`src/rtl/gray_modn_counter.sv`:
```
// gray_modn_counter: up/down modulo-P_MODULUS counter with registered binary and Gray outputs.
// Supports synchronous clear/load, wrap or saturate at the boundary, and terminal-count,
// wrap, saturate and sticky load-error status.
//
// Ports:
//   clk       clock, all state updates on the rising edge
//   rst_n     synchronous active-low reset, clears every register
//   clr       synchronous clear to 0 (also clears err)
//   load      load min(load_val, P_MODULUS-1); out-of-range value sets err
//   load_val  value to load
//   en        count enable, one step per cycle
//   up        direction, 1 = increment, 0 = decrement
//   cnt_cmb   value cnt_reg takes at the next edge
//   cnt_reg   registered binary count
//   gray_reg  registered Gray code of cnt_reg
//   tc        terminal count for the current direction (combinational)
//   wrap      one-cycle pulse after a boundary crossing in wrap mode
//   sat       high after an enabled step was blocked at the boundary in saturate mode
//   err       sticky out-of-range load flag
module gray_modn_counter #(
  parameter int unsigned P_NUM_BITS = 8,
  parameter int unsigned P_MODULUS  = 2 ** P_NUM_BITS,
  parameter bit          P_SATURATE = 1'b0
) (
  input  logic                  clk,
  input  logic                  rst_n,
  input  logic                  clr,
  input  logic                  load,
  input  logic [P_NUM_BITS-1:0] load_val,
  input  logic                  en,
  input  logic                  up,
  output logic [P_NUM_BITS-1:0] cnt_cmb,
  output logic [P_NUM_BITS-1:0] cnt_reg,
  output logic [P_NUM_BITS-1:0] gray_reg,
  output logic                  tc,
  output logic                  wrap,
  output logic                  sat,
  output logic                  err
);

  localparam int unsigned N = P_NUM_BITS;

  // Compared in N+1 bits so P_MODULUS = 2**N still has a representable maximum.
  localparam logic [N:0]   MaxVal = (N + 1)'(P_MODULUS - 1);
  localparam logic [N-1:0] MaxCnt = MaxVal[N-1:0];
  localparam logic [N-1:0] One    = N'(1);

  logic [N-1:0] cnt_q, cnt_d;
  logic [N-1:0] gray_q, gray_d;
  logic         wrap_q, wrap_d;
  logic         sat_q, sat_d;
  logic         err_q, err_d;

  logic at_max, at_zero;

  assign at_max  = ({1'b0, cnt_q} == MaxVal);
  assign at_zero = (cnt_q == '0);

  always_comb begin
    cnt_d  = cnt_q;
    wrap_d = 1'b0;
    sat_d  = 1'b0;
    err_d  = err_q;
    if (!rst_n) begin
      cnt_d = '0;
      err_d = 1'b0;
    end else if (clr) begin
      cnt_d = '0;
      err_d = 1'b0;
    end else if (load) begin
      if ({1'b0, load_val} > MaxVal) begin
        cnt_d = MaxCnt;
        err_d = 1'b1;
      end else begin
        cnt_d = load_val;
      end
    end else if (en) begin
      if (up) begin
        if (at_max) begin
          if (P_SATURATE) begin
            sat_d = 1'b1;
          end else begin
            cnt_d  = '0;
            wrap_d = 1'b1;
          end
        end else begin
          cnt_d = cnt_q + One;
        end
      end else begin
        if (at_zero) begin
          if (P_SATURATE) begin
            sat_d = 1'b1;
          end else begin
            cnt_d  = MaxCnt;
            wrap_d = 1'b1;
          end
        end else begin
          cnt_d = cnt_q - One;
        end
      end
    end
  end

  // Gray derived from the next value so gray_reg tracks cnt_reg with no extra lag.
  assign gray_d = cnt_d ^ (cnt_d >> 1);

  // Reset is folded into the next-state logic above, so the flops load unconditionally.
  always_ff @(posedge clk) begin
    cnt_q  <= cnt_d;
    gray_q <= gray_d;
    wrap_q <= wrap_d;
    sat_q  <= sat_d;
    err_q  <= err_d;
  end

  assign cnt_cmb  = cnt_d;
  assign cnt_reg  = cnt_q;
  assign gray_reg = gray_q;
  assign tc       = up ? at_max : at_zero;
  assign wrap     = wrap_q;
  assign sat      = sat_q;
  assign err      = err_q;

endmodule

```
`config.mk`:
```
export PLATFORM = sky130hd
export DESIGN_NAME = gray_modn_counter
export DESIGN_NICKNAME = d
export VERILOG_FILES = /design/src/rtl/gray_modn_counter.sv
export SDC_FILE = /design/constraint.sdc
export NUM_CORES = 1
export LEC_CHECK = 0
export CORE_UTILIZATION = 48
export CTS_CLUSTER_DIAMETER = 80
export DETAILED_ROUTE_END_ITERATION = 12
export GPL_TIMING_DRIVEN = 0
export PLACE_DENSITY = 0.9
export SETUP_SLACK_MARGIN = 0.4
export SKIP_CTS_REPAIR_TIMING = 1
export SYNTH_ARGS = -nofsm -noshare
export SYNTH_HDL_FRONTEND = slang
export SYNTH_SLANG_ARGS = --single-unit
export TNS_END_PERCENT = 30
```
`constraint.sdc`:
```
create_clock -name clk -period 3.37 [get_ports clk]
set_input_delay 0.674 -clock clk [delete_from_list [all_inputs] [get_ports clk]]
set_output_delay 0.674 -clock clk [all_outputs]
set_load 0.01 [all_outputs]
```
**Word level (Yosys, flattened, before mapping)**

Index checks and enable logic that the tools add are counted.

- Multiplexer cells: 11
- Bitwise gates (word level): 3
- Eq/ne operators: 1
- Add/sub/neg operators: 2
- Reduce and logical (&&, ||, !) cells: 2

Operators by type and width:

| cell | number |
|---|---|
| two-way mux 8 bit | 7 |
| adder 8 x 1 -> 8 bit (second input constant) | 1 |
| == test 8 bit (second input constant) | 1 |
| logical NOT 8 bit | 1 |
| subtractor 8 x 1 -> 8 bit (second input constant) | 1 |
| XOR 8 x 7 -> 8 bit | 1 |
| two-way mux 1 bit | 4 |
| OR reduction 4 bit | 1 |
| inverter 1 bit | 2 |

- Output and inout port bits: 28
- Flip-flop bits (word level): 17
- Input port bits: 14

**Logic depth before layout (Yosys ltp)**

- Depth after elaboration: 8
- Gate-level depth with buffers: 7
- Gate-level depth less buffers: 7

**Least setup slack after synthesis**

No wires, ideal clock.

- Kind: input to output
- Start point: input port rst_n
- End point: output port cnt_cmb[7]
- Buffers on the path: 1
- Data required time: 2696 ps
- Stages on the path: 4
- Slack: 807 ps
- Arrival time: 1889 ps
- Cell sequence: nor2b_1 > o21ai_2 > o41ai_4 > buf_4

- Cells in the longest elaborated chain, start to end: 1

Ends and longest elaborated chain:

| what | line | text |
|---|---|---|
| start: declaration | 26 | `input logic rst_n,` |
| two-way mux 8 bit | 64 | `if (!rst_n) begin` |
| end: declaration | 32 | `output logic [P_NUM_BITS-1:0] cnt_cmb,` |

Every way passes these cells.

**Worst setup path after layout**

- Start point: register cnt_q[0], in the netlist cnt_reg[0]
- End point: output port cnt_cmb[5]

- Cells in the longest elaborated chain, start to end: 7

Ends and longest elaborated chain:

| what | line | text |
|---|---|---|
| start: declaration | 48 | `logic [N-1:0] cnt_q, cnt_d;` |
| start signal: assignment | 109 | `cnt_q <= cnt_d;` |
| subtractor 8 x 1 -> 8 bit, or another cell as far along | 98 | `cnt_d = cnt_q - One;` |
| two-way mux 8 bit, on equally long branches | 90, 79 |  |
| two-way mux 8 bit * | 78 | `if (up) begin` |
| two-way mux 8 bit * | 77 | `end else if (en) begin` |
| two-way mux 8 bit * | 70 | `end else if (load) begin` |
| two-way mux 8 bit * | 67 | `end else if (clr) begin` |
| two-way mux 8 bit * | 64 |  |

Every way passes the cells marked *; elsewhere a longest branch is shown, timed or not.

==> results.md <==
- Worst Path Arrival: around 2.6 ns
- Main combinational cell family by area after synthesis: compound AO/OA/AOI/OAI gates
- Startpoint Class: register
- Reg area: between 300 and 400 um2
- Final core occ: 0.780
- Multiplexer area fraction after synthesis: 0.0251
- CORE AREA: 2280 um2
- RSZ-0062 raised after global routing: true
- Setup ws final: approximately 0.14 ns
- CTS H-tree depth: 1
- Final Cycle Share: 0.959
- Skew final: between 0.004 and 0.005 ns
- Post-Synth Simple-Gate Area: 0.200
- GPL Wtd Cong: about 0.83
- Clock buffer depth: 2
- Post-synth EDFFs: 0
- Top cells by area, synth: dfxtp_1 27%, xor2_1 5.9%, o311ai_4 4.4%, inv_1 3.8%, nor3_1 3.4%
- Avg Cell Area, Syn: 8.79 um2
- Iter 0 DRT Violations: 77
- Dpl ws: -0.450 ns
- TritonCTS Sinks: 16
- Max FFs per register: 8
- WP data required: around 2.7 ns
- Post-DP HPWL: between 2000 and 2500 um
- Largest area contributor in the synthesized netlist: dfxtp_1
- Final hold vios: 0
- Largest net degree at the start of global routing: 11
- Multi-input gate area: 818 um2
- First-pass GRT wire length: roughly 5500 um
- CP Class: reg2out
- Starting Density: 0.525
- Hold/Removal Path Class: reg2reg
- Mapped cell area: 1190 um2
- Fmax: roughly 310 MHz
- Post-layout nets: around 200
- Worst vdd ir: 0.286 mV
- Post-synthesis xor/xnor area fraction: 0.0806
- Ys async rst share: 0
- Post-synth top flop: dfxtp_1
- CP endpoint kind: output port
- Fillers: 153
- Die Ht: around 52 um
- Clock Pin Slew Worst Setup and Hold Paths: roughly 0.1 ns
- Post-Synth Adder-Cell Area: 0.0314
- Port bufs: 38
- Remaining DRCs: 0
- Number of max-cap violations: 0
- Period minus WS final: around 3.2 ns
- CTS Root Cell: clkbuf_4
- Row count: 17
- Clk Latency, worst-skew pair: roughly 0.30 ns
- Pin slew with the least headroom to its limit: 0.459 ns
- Antenna violations before repair: 0
- 1st-pass router iterations: 5
- Status: finished clean
- Yosys Warn Count: 0
- Die Wd: 51.9 um
- Drt total wl: 3870 um
- Slew HR: 0.685
- Syn-to-layout area delta: 48.6%
- #FFs+latches synth: 16
- Total power divided by cell area: slightly above 300 nW/um2
- Gr usage total: 0.279
- TritonCTS clock tree: yes
- ANT cells: 0
- CP Max Fanout: 8
- Slew Viols, Final: 0
- Sequential-to-total area share from yosys stat: 0.268
- Total number of vias: about 1,300
- Full die area: approximately 2700 um2
- Setup violators final: 0
- CTS Buf Count: 3
- Post-synthesis compound-gate area fraction: 0.283
- Overflow after GRT: 0
- Vias per cell: slightly above 6
- Number of distinct library cells after synthesis: between 40 and 50
- P_leak: between 0.7 and 0.8 nW
- Vias in the first global route: between 1,000 and 1,500
- Routed WL per cell: roughly 18 um
- Post-Syn Instances: 136
- IO Count: 42
- Share of cells above drive strength 1: 0.228
- Area share of the largest cell type after synthesis: 0.268
- Final ANT Viol Nets: 0
-- cell families after synthesis --
kind of cell / Yosys count
buffers and inverters: 23
adder cells (fa/ha/maj): 3
XOR/XNOR: 11
AO/OA/AOI/OAI: 37
other: 1
flip-flops: 16
multiplexers: 3
AND/OR/NAND/NOR: 42
-- critical path, cell delays in order (launching register included) --
cell and delay (ns):
dfxtp_2 0.43, inv_1 0.11, ha_1 0.23, nor3b_4 0.18
nor3_1 0.24, nor3_2 0.10, o311ai_4 0.38, inv_1 0.10
clkdlybuf4s50_1 0.49
-- path summary, 6_finish.rpt --
kind                                         start                  end  cells past startpoint  slack (ns)
worst max-delay path            cnt_reg[0]$_DFF_P_           cnt_cmb[5]                      8        0.14
worst max register to register  cnt_reg[0]$_DFF_P_  gray_reg[5]$_DFF_P_                      8        1.37
worst min register to register  cnt_reg[0]$_DFF_P_  gray_reg[0]$_DFF_P_                      4        0.79
worst min-delay path            cnt_reg[0]$_DFF_P_  gray_reg[0]$_DFF_P_                      4        0.79
-- layout by cell type (no fill, tap or decap), types with 4 or more instances in the layout --
cell             Yosys  layout
inv_1               12      11
dfxtp_1             16      14
buf_6                3       4
nor3_1               8       7
o21ai_0              7       7
xor2_1               8       8
nand2_1              7       6
nor2_1               8       8
buf_4                5      10
a21oi_1              5       5
clkdlybuf4s50_1      0      35
-- metrics by stage --
stage               hold WS, ns  instance area, um2  total power [mW]  setup TNS (ns)  instances
finish                    0.788                1780             0.552               0        212
CTS                       0.871                1650             0.525           -2.16        207
floorplan                 0.801                1200             0.320               0        137
detailed placement        0.850                1610             0.393           -2.04        203
global route              0.831                1780             0.569               0        212
global placement          0.808                1610             0.386           -1.86        203
-- per-layer routing --
| layer | vias to the layer above | global-route usage | share of wire |
|---|---|---|---|
| li1 | 578 | - | - |
| met5 | - | 0 | 0 |
| met2 | 98 | 0.502 | 0.49 |
| met1 | 601 | 0.302 | 0.37 |
| met4 | 0 | 0.162 | 0.056 |
| met3 | 30 | 0.0439 | 0.087 |
-- synth_stat cells, types with 3 or more instances --
| master | number |
|---|---|
| mux2i_1 | 3 |
| o21ai_0 | 7 |
| nor3b_1 | 3 |
| xnor2_1 | 3 |
| dfxtp_1 | 16 |
| xor2_1 | 8 |
| inv_1 | 12 |
| nand4_1 | 3 |
| nor3_1 | 8 |
| buf_4 | 5 |
| nand2_1 | 7 |
| buf_6 | 3 |
| ha_1 | 3 |
| a21oi_1 | 5 |
| and3_1 | 3 |
| nor2_1 | 8 |
-- power by group --
part           internal [mW]  switching (mW)  leakage [nW]  total (mW)
combinational          0.102           0.103         0.597       0.206
sequential             0.201         0.00990         0.132       0.211
clock                 0.0660          0.0693        0.0210       0.135
-- layout make-up --
cell class              instances  share of cell area
plain buffers                  11              0.0536
clock buffers                   4              0.0204
inverters                      12              0.0254
flip-flops and latches         16               0.182
multi-input cells              98               0.461
repair buffers                 43               0.238
well taps                      28              0.0197
Note: power is estimated with default switching activity, not from simulation.
